===== src/rtl/tri_bus_arbiter.sv =====
// Round-robin owner sequencer for a shared tri-state net: one-hot drive enables,
// a dead turnaround cycle between owners, a hold limit and a decaying charge keeper.
module tri_bus_arbiter #(
    parameter int NUM_REQ       = 4,
    parameter int DATA_W        = 8,
    parameter int MAX_HOLD      = 16,
    parameter int CHARGE_CYCLES = 8
) (
    input  logic                        clk,
    input  logic                        reset,
    input  logic [NUM_REQ-1:0]          req,
    input  logic [NUM_REQ*DATA_W-1:0]   req_data,
    output logic [NUM_REQ-1:0]          grant,
    output logic [NUM_REQ-1:0]          drive_en,
    output logic [$clog2(NUM_REQ)-1:0]  owner,
    output logic [DATA_W-1:0]           bus_data,
    output logic                        bus_valid,
    output logic                        keeper_valid,
    output logic                        timeout
);

    localparam int OW = $clog2(NUM_REQ);
    localparam int HW = (MAX_HOLD > 1) ? $clog2(MAX_HOLD) : 1;
    localparam int CW = $clog2(CHARGE_CYCLES + 1);

    localparam logic [HW-1:0] HOLD_LAST   = HW'(MAX_HOLD - 1);
    localparam logic [CW-1:0] CHARGE_FULL = CW'(CHARGE_CYCLES);
    localparam logic [OW-1:0] OWNER_RST   = OW'(NUM_REQ - 1);

    typedef enum logic [1:0] {
        IDLE = 2'd0,
        OWN  = 2'd1,
        TURN = 2'd2
    } state_t;

    state_t            state;
    logic [HW-1:0]     hold_cnt;
    logic [CW-1:0]     charge_cnt;
    logic [DATA_W-1:0] keeper;

    // Search starts just after the last owner, so the last owner ranks lowest.
    // Result is {found, index}.
    function automatic logic [OW:0] rr_pick(input logic [NUM_REQ-1:0] r,
                                            input logic [OW-1:0]      last);
        logic          found;
        logic [OW-1:0] idx;
        int            cand;
        found = 1'b0;
        idx   = last;
        for (int k = 1; k <= NUM_REQ; k++) begin
            cand = (int'(last) + k) % NUM_REQ;
            if (!found && r[OW'(cand)]) begin
                found = 1'b1;
                idx   = OW'(cand);
            end
        end
        return {found, idx};
    endfunction

    function automatic logic [NUM_REQ-1:0] onehot(input logic [OW-1:0] idx);
        return NUM_REQ'(1) << idx;
    endfunction

    logic [OW:0]       pick;
    logic              pick_found;
    logic [OW-1:0]     pick_idx;
    logic              own_active;
    logic [DATA_W-1:0] owner_data;

    assign pick       = rr_pick(req, owner);
    assign pick_found = pick[OW];
    assign pick_idx   = pick[OW-1:0];
    assign own_active = (state == OWN);
    assign owner_data = req_data[owner*DATA_W +: DATA_W];

    assign bus_valid    = own_active;
    assign keeper_valid = !own_active && (charge_cnt != '0);

    always_comb begin
        bus_data = '0;
        if (own_active)
            bus_data = owner_data;
        else if (keeper_valid)
            bus_data = keeper;
    end

    always_ff @(posedge clk or posedge reset) begin
        if (reset) begin
            state      <= IDLE;
            grant      <= '0;
            drive_en   <= '0;
            owner      <= OWNER_RST;
            hold_cnt   <= '0;
            charge_cnt <= '0;
            timeout    <= 1'b0;
        end else begin
            timeout <= 1'b0;
            case (state)
                IDLE, TURN: begin
                    if (charge_cnt != '0)
                        charge_cnt <= charge_cnt - 1'b1;
                    if (pick_found) begin
                        state    <= OWN;
                        grant    <= onehot(pick_idx);
                        drive_en <= onehot(pick_idx);
                        owner    <= pick_idx;
                        hold_cnt <= '0;
                    end else begin
                        state <= IDLE;
                    end
                end
                OWN: begin
                    charge_cnt <= CHARGE_FULL;
                    // A dropped request takes precedence over the hold limit.
                    if (!req[owner]) begin
                        state    <= TURN;
                        grant    <= '0;
                        drive_en <= '0;
                    end else if (hold_cnt == HOLD_LAST) begin
                        state    <= TURN;
                        grant    <= '0;
                        drive_en <= '0;
                        timeout  <= 1'b1;
                    end else begin
                        hold_cnt <= hold_cnt + 1'b1;
                    end
                end
                default: begin
                    state    <= IDLE;
                    grant    <= '0;
                    drive_en <= '0;
                end
            endcase
        end
    end

    // The keeper only ever shows a value that was really on the net.
    always_ff @(posedge clk) begin
        if (own_active)
            keeper <= owner_data;
    end

    a_single_driver: assert property (@(posedge clk) disable iff (reset)
        $onehot0(drive_en));
    a_drive_only_in_own: assert property (@(posedge clk) disable iff (reset)
        (state != OWN) |-> (drive_en == '0));
    a_drive_matches_grant: assert property (@(posedge clk) disable iff (reset)
        drive_en == grant);

endmodule


===== config.mk =====
export PLATFORM = sky130hd
export DESIGN_NAME = tri_bus_arbiter
export DESIGN_NICKNAME = d
export VERILOG_FILES = /design/src/rtl/tri_bus_arbiter.sv
export SDC_FILE = /design/constraint.sdc
export NUM_CORES = 1
export LEC_CHECK = 0
export CORE_MARGIN = 2
export CORE_UTILIZATION = 42
export CTS_CLUSTER_SIZE = 25
export DETAILED_ROUTE_END_ITERATION = 10
export PLACE_DENSITY = 0.87
export SYNTH_ARGS = -nofsm -noshare
export SYNTH_HDL_FRONTEND = slang
export SYNTH_SLANG_ARGS = --single-unit

===== constraint.sdc =====
create_clock -name clk -period 2.45 [get_ports clk]
set_input_delay 0.49 -clock clk [delete_from_list [all_inputs] [get_ports clk]]
set_output_delay 0.49 -clock clk [all_outputs]
set_load 0.005 [all_outputs]

==> results of run 1 <==
[worst max-delay path, delay by kind of cell (launching register included)]
| kind | cells | cell delay (ns) |
|---|---|---|
| compound gates | 1 | 0.20 |
| buf+inv | 3 | 0.35 |
| flops | 1 | 0.62 |
| mux | 1 | 0.52 |
[per-layer routing]
| layer | vias to the layer above | wire length, um | GRT usage |
|---|---|---|---|
| met5 | - | 0 | 0 |
| met1 | 665 | 1410 | 0.222 |
| li1 | 592 | - | - |
| met3 | 18 | 176 | 0.0344 |
| met4 | 0 | 170 | 0.103 |
| met2 | 58 | 2400 | 0.401 |
[power breakdown]
group	total [uW]	internal, uW	switching (uW)
combinational	1540	861	676
clock	205	66.7	138
sequential	824	661	164
total	2570	1590	978
[state kept, by name, indices dropped and copies added (netlist names)]
signal	flops
drive_en	4
charge_cnt	4
timeout	1
owner	2
state	2
keeper	8
hold_cnt	4
[cells in the final DEF, fill, tap and decap left out, drive strengths merged, types with 5 or more instances in the layout]
cell type,n
edfxtp,8
mux4,9
nand2,7
a22o,8
o21ai,11
buf,24
dfrtp,15
inv,8
nor2,7
clkdlybuf4s50,49
nand3,5
[metrics by stage]
| stage | instances | setup slack [ns] | total power [uW] |
|---|---|---|---|
| after CTS | 231 | -0.0604 | 2510 |
| final | 234 | -0.0614 | 2570 |
| after floorplan | 118 | 0.482 | 1600 |
| after global placement | 220 | -0.0643 | 2200 |
| after global routing | 234 | -0.143 | 2750 |
| after detailed placement | 220 | -0.105 | 2290 |
[logic make-up (layout without fill, tap and decap cells)]
family | count (synthesis) | after routing | share of synthesized area
AO/OA/AOI/OAI | 31 | 31 | 0.159
XOR/XNOR | 1 | 1 | 0.00614
adder cells (fa/ha/maj) | 3 | 3 | 0.0263
buffers and inverters | 15 | 85 | 0.0543
flip-flops | 25 | 25 | 0.468
multiplexers | 12 | 12 | 0.164
AND/OR/NAND/NOR | 31 | 31 | 0.123
[worst paths after layout]
kind                            slack (ns)           to        start  depth (start not counted)
worst max-delay path                 -0.06  bus_data[2]     owner[0]                          5
worst min-delay path                  0.51  hold_cnt[0]  hold_cnt[0]                          1
worst max register to register        0.51  drive_en[0]     owner[1]                          4
worst min register to register        0.51  hold_cnt[0]  hold_cnt[0]                          1
max in group asynchronous             1.46     state[0]        reset                          2
min in group asynchronous             0.52      timeout        reset                          2
[synthesized netlist by cell type (2+ instances only)]
cell,n
sky130_fd_sc_hd__nand3_1,4
sky130_fd_sc_hd__a32o_1,2
sky130_fd_sc_hd__edfxtp_1,8
sky130_fd_sc_hd__mux4_2,9
sky130_fd_sc_hd__ha_1,3
sky130_fd_sc_hd__nand2b_1,2
sky130_fd_sc_hd__nor2_1,6
sky130_fd_sc_hd__nor2b_1,2
sky130_fd_sc_hd__buf_2,2
sky130_fd_sc_hd__mux2i_1,2
sky130_fd_sc_hd__o2bb2ai_1,2
sky130_fd_sc_hd__o21ai_0,5
sky130_fd_sc_hd__a22o_1,8
sky130_fd_sc_hd__dfstp_2,2
sky130_fd_sc_hd__o21ai_1,5
sky130_fd_sc_hd__nor3b_1,3
sky130_fd_sc_hd__o211ai_1,2
sky130_fd_sc_hd__dfrtp_1,15
sky130_fd_sc_hd__nand2_1,6
sky130_fd_sc_hd__inv_1,6
sky130_fd_sc_hd__buf_4,5
[cell type report]
class / instances / area (sq um) / share of cell area
Clock buffer: 3 / 22.5 / 0.0104
Sequential cell: 25 / 669 / 0.310
Clock inverter: 1 / 8.76 / 0.00405
Multi-Input combinational cell: 78 / 692 / 0.320
Inverter: 7 / 26.3 / 0.0122
Tap cell: 46 / 57.6 / 0.0266
Timing Repair Buffer: 74 / 686 / 0.317
[repair_timing]
| item | CTS | global route |
|---|---|---|
| gates resized for setup | 42 | 1 |
| endpoints found under the setup margin | 9 | 9 |
| pin swaps | 6 | 4 |
| buffers inserted | 7 | 3 |
| hold endpoints to repair | 0 | 0 |
==> summary.md, run 1 <==
## Outcome
* run status: finished with violations
* failing checks: negative setup slack

## Power and ir drop
* Static Leakage: 0.000873 uW
* PD cells: 1190 nW/um^2
* worst supply voltage drop on vdd: 0.567 mV

## Floorplan
* Die Y-Extent: 62.3 um
* effective utilization at floorplan: 0.431
* total number of placement rows: 21
* top-level port count: 59
* overall die width: 62.3 um
* placeable core area: 3310 sq um
* total die area: 3880 sq um

## Global routing
* pin count of the biggest net entering global routing: 23
* number of antenna violations at the first check in global routing: 0
* global routing usage summed across all routing layers: 0.210
* global-route wire length before repair: 6330 um
* vias in the first global route: 1350
* grt total ovfl: 0

## Worst setup path
* CP cell instances: buf_6 -> buf_6 -> mux4_2 -> a22o_1 -> buf_2
* worst-path fanout max: 4
* most frequent CP cell: sky130_fd_sc_hd__buf_6
* slowest stage delay, CP: 0.62 ns
* Critical Path Source Type: flop
* required arrival time at the worst endpoint: 1.96 ns
* cell with the largest stage delay on the worst path: sky130_fd_sc_hd__dfstp_2
* Setup Crit Path Kind: reg2out
* element type at the critical path end: output port
* data arrival time of the worst path: 2.02 ns

## STA
* Fin Setup TNS: -0.316 ns
* time the worst path needs with I/O delays and setup: 2.51 ns
* final setup violation count: 8
* Period Utilization, post-route: 1.03
* Setup WS post-layout: -0.0614 ns
* number of max-slew violations in the final report: 0
* Slew headroom: 0.565
* worst hold margin: 0.513 ns
* RSZ-0062 raised after global routing: true
* transition time of the tightest slew-check pin: 0.652 ns
* maximum clock skew at final layout: 0.0103 ns
* number of failing hold endpoints at the final stage: 0
* Peak Freq: 398 MHz

## Clock tree
* clock sink total: 25
* CTS Root Buffer Type: sky130_fd_sc_hd__clkbuf_4
* clock latency of the later-clocked register in the worst-skew pair: 0.33 ns
* H-tree levels: 1
* buffer depth of the longest clock path: 2
* clock tree from TritonCTS: built
* CTS Buf Count: 3
* total of hold buffers inserted after clock tree synthesis: 0
* Clock Pin Slew Worst Setup and Hold Paths: 0.15 ns

## Finish
* Area growth, synth to finish: 51.4%
* # nets final: 230
* area of all placed cells without fillers: 2160 sq um
* fin util: 0.653
* number of inserted diodes: 0
* layout cell share with drive strength beyond 1: 0.250
* Fill cells: 264

## Routing
* via density per instance: 5.70
* sum of routed wire length over all layers: 4150 um
* number of design rule violations left after detail routing: 0
* post-route ant nets: 0
* initial drt markers: 56
* total iterations of the first detailed-routing run: 4
* via count of the routed design: 1333
* average wire per cell in the routed design: 17.7 um

## Logic synthesis
* fraction of synthesis flops using an asynchronous set or reset pin: 0.680
* Top FF cell, synth: sky130_fd_sc_hd__dfrtp_1
* Synth Register Bits: 25
* fraction of the yosys area taken by sequential cells: 0.468
* biggest area contributors in the synthesized netlist: sky130_fd_sc_hd__dfrtp_1, sky130_fd_sc_hd__edfxtp_1, sky130_fd_sc_hd__mux4_2
* Post-synth EDFFs: 8
* number of instances in the synthesized netlist: 118
* cell area after synthesis: 1430 sq um
* Net Count, Synth: 159
* largest area contributor in the netlist: sky130_fd_sc_hd__dfrtp_1
* count of synthesis-stage warnings from yosys: 0
* post-synthesis average cell area: 12.1 sq um
* count of unique library cells instantiated by Yosys: 40
* share of Yosys cell area claimed by the top area cell type: 0.263

## Placement
* post-detail-place hpwl: 3060 um
* routability cong.: 0.838
* Port Buffers: 58
* placed cell areas: 2060 sq um

## Hold path
* Hold Crit Class: reg2reg

## Job
* number of max-cap violations: 0

(Power assumes the default switching activity.)
==> run 2: changes to the inputs <==
Settings changed: CORE_UTILIZATION 42 to 40, DONT_BUFFER_PORTS set to 1, PLACE_DENSITY 0.87 to 0.62.
==> run 2 against run 1 <==
- die area up 4.7%
- clock-buffer cell count did not move
- cell count shrank 31%
- the flow now finishes without violations
==> summary.md, run 2 (same netlist as run 1, synthesis figures left out) <==
## Global routing
* met1 track utilization from global routing: 0.176
* Most Used Layer, Global Route: met2
* number of antenna violations at the first check in global routing: 0
* pin count of the biggest net entering global routing: 23
* met3 demand-to-capacity share in global routing: 0.0581
* vias in the first global route: 978
* grt total ovfl: 0
* global routing usage summed across all routing layers: 0.148
* global-route wire length before repair: 4680 um
* M2 GR Usage: 0.250

## Clock tree
* H-tree levels: 1
* CTS Root Buffer Type: sky130_fd_sc_hd__clkbuf_4
* Clock Pin Slew Worst Setup and Hold Paths: 0.13 ns
* clock sink total: 25
* clock tree from TritonCTS: built
* buffer depth of the longest clock path: 2
* CTS Buf Count: 3
* clock latency of the later-clocked register in the worst-skew pair: 0.32 ns
* total of hold buffers inserted after clock tree synthesis: 0

## Worst setup path
* worst-path fanout max: 10
* required arrival time at the worst endpoint: 1.96 ns
* element type at the critical path end: output port
* data arrival time of the worst path: 1.86 ns
* Critical Path Source Type: flop
* setup slack of the most critical reg-to-reg path: 0.49 ns
* reg2reg path depth: 4
* Setup Crit Path Kind: reg2out
* endpoint of the worst register-to-register path: drive_en[0]
* beginning of the worst register-to-register path: owner[1]

## Routing
* average wire per cell in the routed design: 17.8 um
* post-route ant nets: 0
* initial drt markers: 50
* number of design rule violations left after detail routing: 0
* sum of routed wire length over all layers: 2880 um
* total iterations of the first detailed-routing run: 4
* via density per instance: 6.01
* via count of the routed design: 974

## Placement
* placed cell areas: 1440 sq um
* Port Buffers: 0
* number of cells in the design after placement: 157
* routability cong.: 0.743
* post-detail-place hpwl: 2210 um

## Finish
* area occupied by multi-input gates: 687 sq um
* # nets final: 158
* layout cell share with drive strength beyond 1: 0.207
* non-filler cells in the finished layout: 162
* Area growth, synth to finish: 3.86%
* Register Area: 672 sq um
* leading cell types in the layout, fill and taps excluded: sky130_fd_sc_hd__dfrtp_1, sky130_fd_sc_hd__mux4_2, sky130_fd_sc_hd__a22o_1, sky130_fd_sc_hd__edfxtp_1
* most common library cell in the layout ignoring fill and taps: sky130_fd_sc_hd__dfrtp_1
* number of flip-flops in the largest register: 8
* Top reg by flops: keeper
* Fill cells: 318
* area of all placed cells without fillers: 1480 sq um
* number of inserted diodes: 0

## STA
* Fin Setup TNS: 0 ns
* Slew headroom: 0.579
* Period Utilization, post-route: 0.957
* number of max-slew violations in the final report: 0
* time the worst path needs with I/O delays and setup: 2.35 ns
* maximum clock skew at final layout: 0.00501 ns
* RSZ-0062 raised after global routing: false
* number of failing hold endpoints at the final stage: 0
* transition time of the tightest slew-check pin: 0.631 ns
* Peak Freq: 426 MHz
* final setup violation count: 0

## Power and ir drop
* worst supply voltage drop on vdd: 0.498 mV
* Static Leakage: 0.000569 uW
* PD cells: 1300 nW/um^2

## Floorplan
* top-level port count: 59
* Die Y-Extent: 63.7 um
* overall die width: 63.7 um
* total die area: 4060 sq um
* effective utilization at floorplan: 0.421
* placeable core area: 3390 sq um
* total number of placement rows: 21

## Outcome
* run status: finished clean

## Job
* number of max-cap violations: 0

## Hold path
* Hold Crit Class: in2async

## run 2: cell types whose count changed in the layout (fill, tap and decap cells not counted), sizes merged
cell,previous run,this run
dlygate4sd2,1,0
inv,8,7
clkinv,0,1
buf,24,2
clkdlybuf4s50,49,0
## run 2: critical path, cell delays in order, from the launching register on
cell	delay, ns
sky130_fd_sc_hd__dfstp_4	0.75
sky130_fd_sc_hd__mux4_2	0.56
sky130_fd_sc_hd__a22o_1	0.24
## run 2: layer usage
metal	vias up	routed length (um)
met5	-	0
met4	0	29
li1	449	-
met3	4	228
met2	40	1460
met1	481	1160
## run 2: what timing repair did
item	CTS	global route
gates resized for setup	1	1
buffers inserted	0	1
cloned	0	0
endpoints found under the setup margin	1	8
pin swaps	0	1
## run 2: cell type report
type                       count  area share
sequential                    25       0.453
clock buffer                   3      0.0152
timing repair buffer           2     0.00844
tap                           46      0.0388
multi-input combinational     78       0.463
clock inverter                 1     0.00338
inverter                       7      0.0177
## run 2: report_power, final
group	switching, uW	total (uW)	internal [uW]
logic	469	887	417
clock network	119	180	61.1
registers	194	858	665
## run 2: worst max-delay path by stage
stage	start	to	slack, ns	depth (start not counted)
floorplan	owner[0]	bus_data[1]	0.48	3
global placement	owner[0]	bus_data[0]	0.36	2
detailed placement	owner[0]	bus_data[0]	0.31	2
CTS	owner[0]	bus_data[0]	0.01	2
global route	owner[0]	bus_data[0]	0.02	2
finish	owner[0]	bus_data[0]	0.10	2
## run 2: stage by stage
stage	utilization	power, uW	worst slack [ns]	hold slack, ns
2_1_floorplan	-	1600	0.482	0.415
3_3_place_gp	0.425	1700	0.362	0.488
3_5_place_dp	0.425	1750	0.312	0.503
4_1_cts	0.434	1940	0.0107	0.133
5_1_grt	0.437	2090	0.0200	0.156
6_report	0.437	1930	0.104	0.120
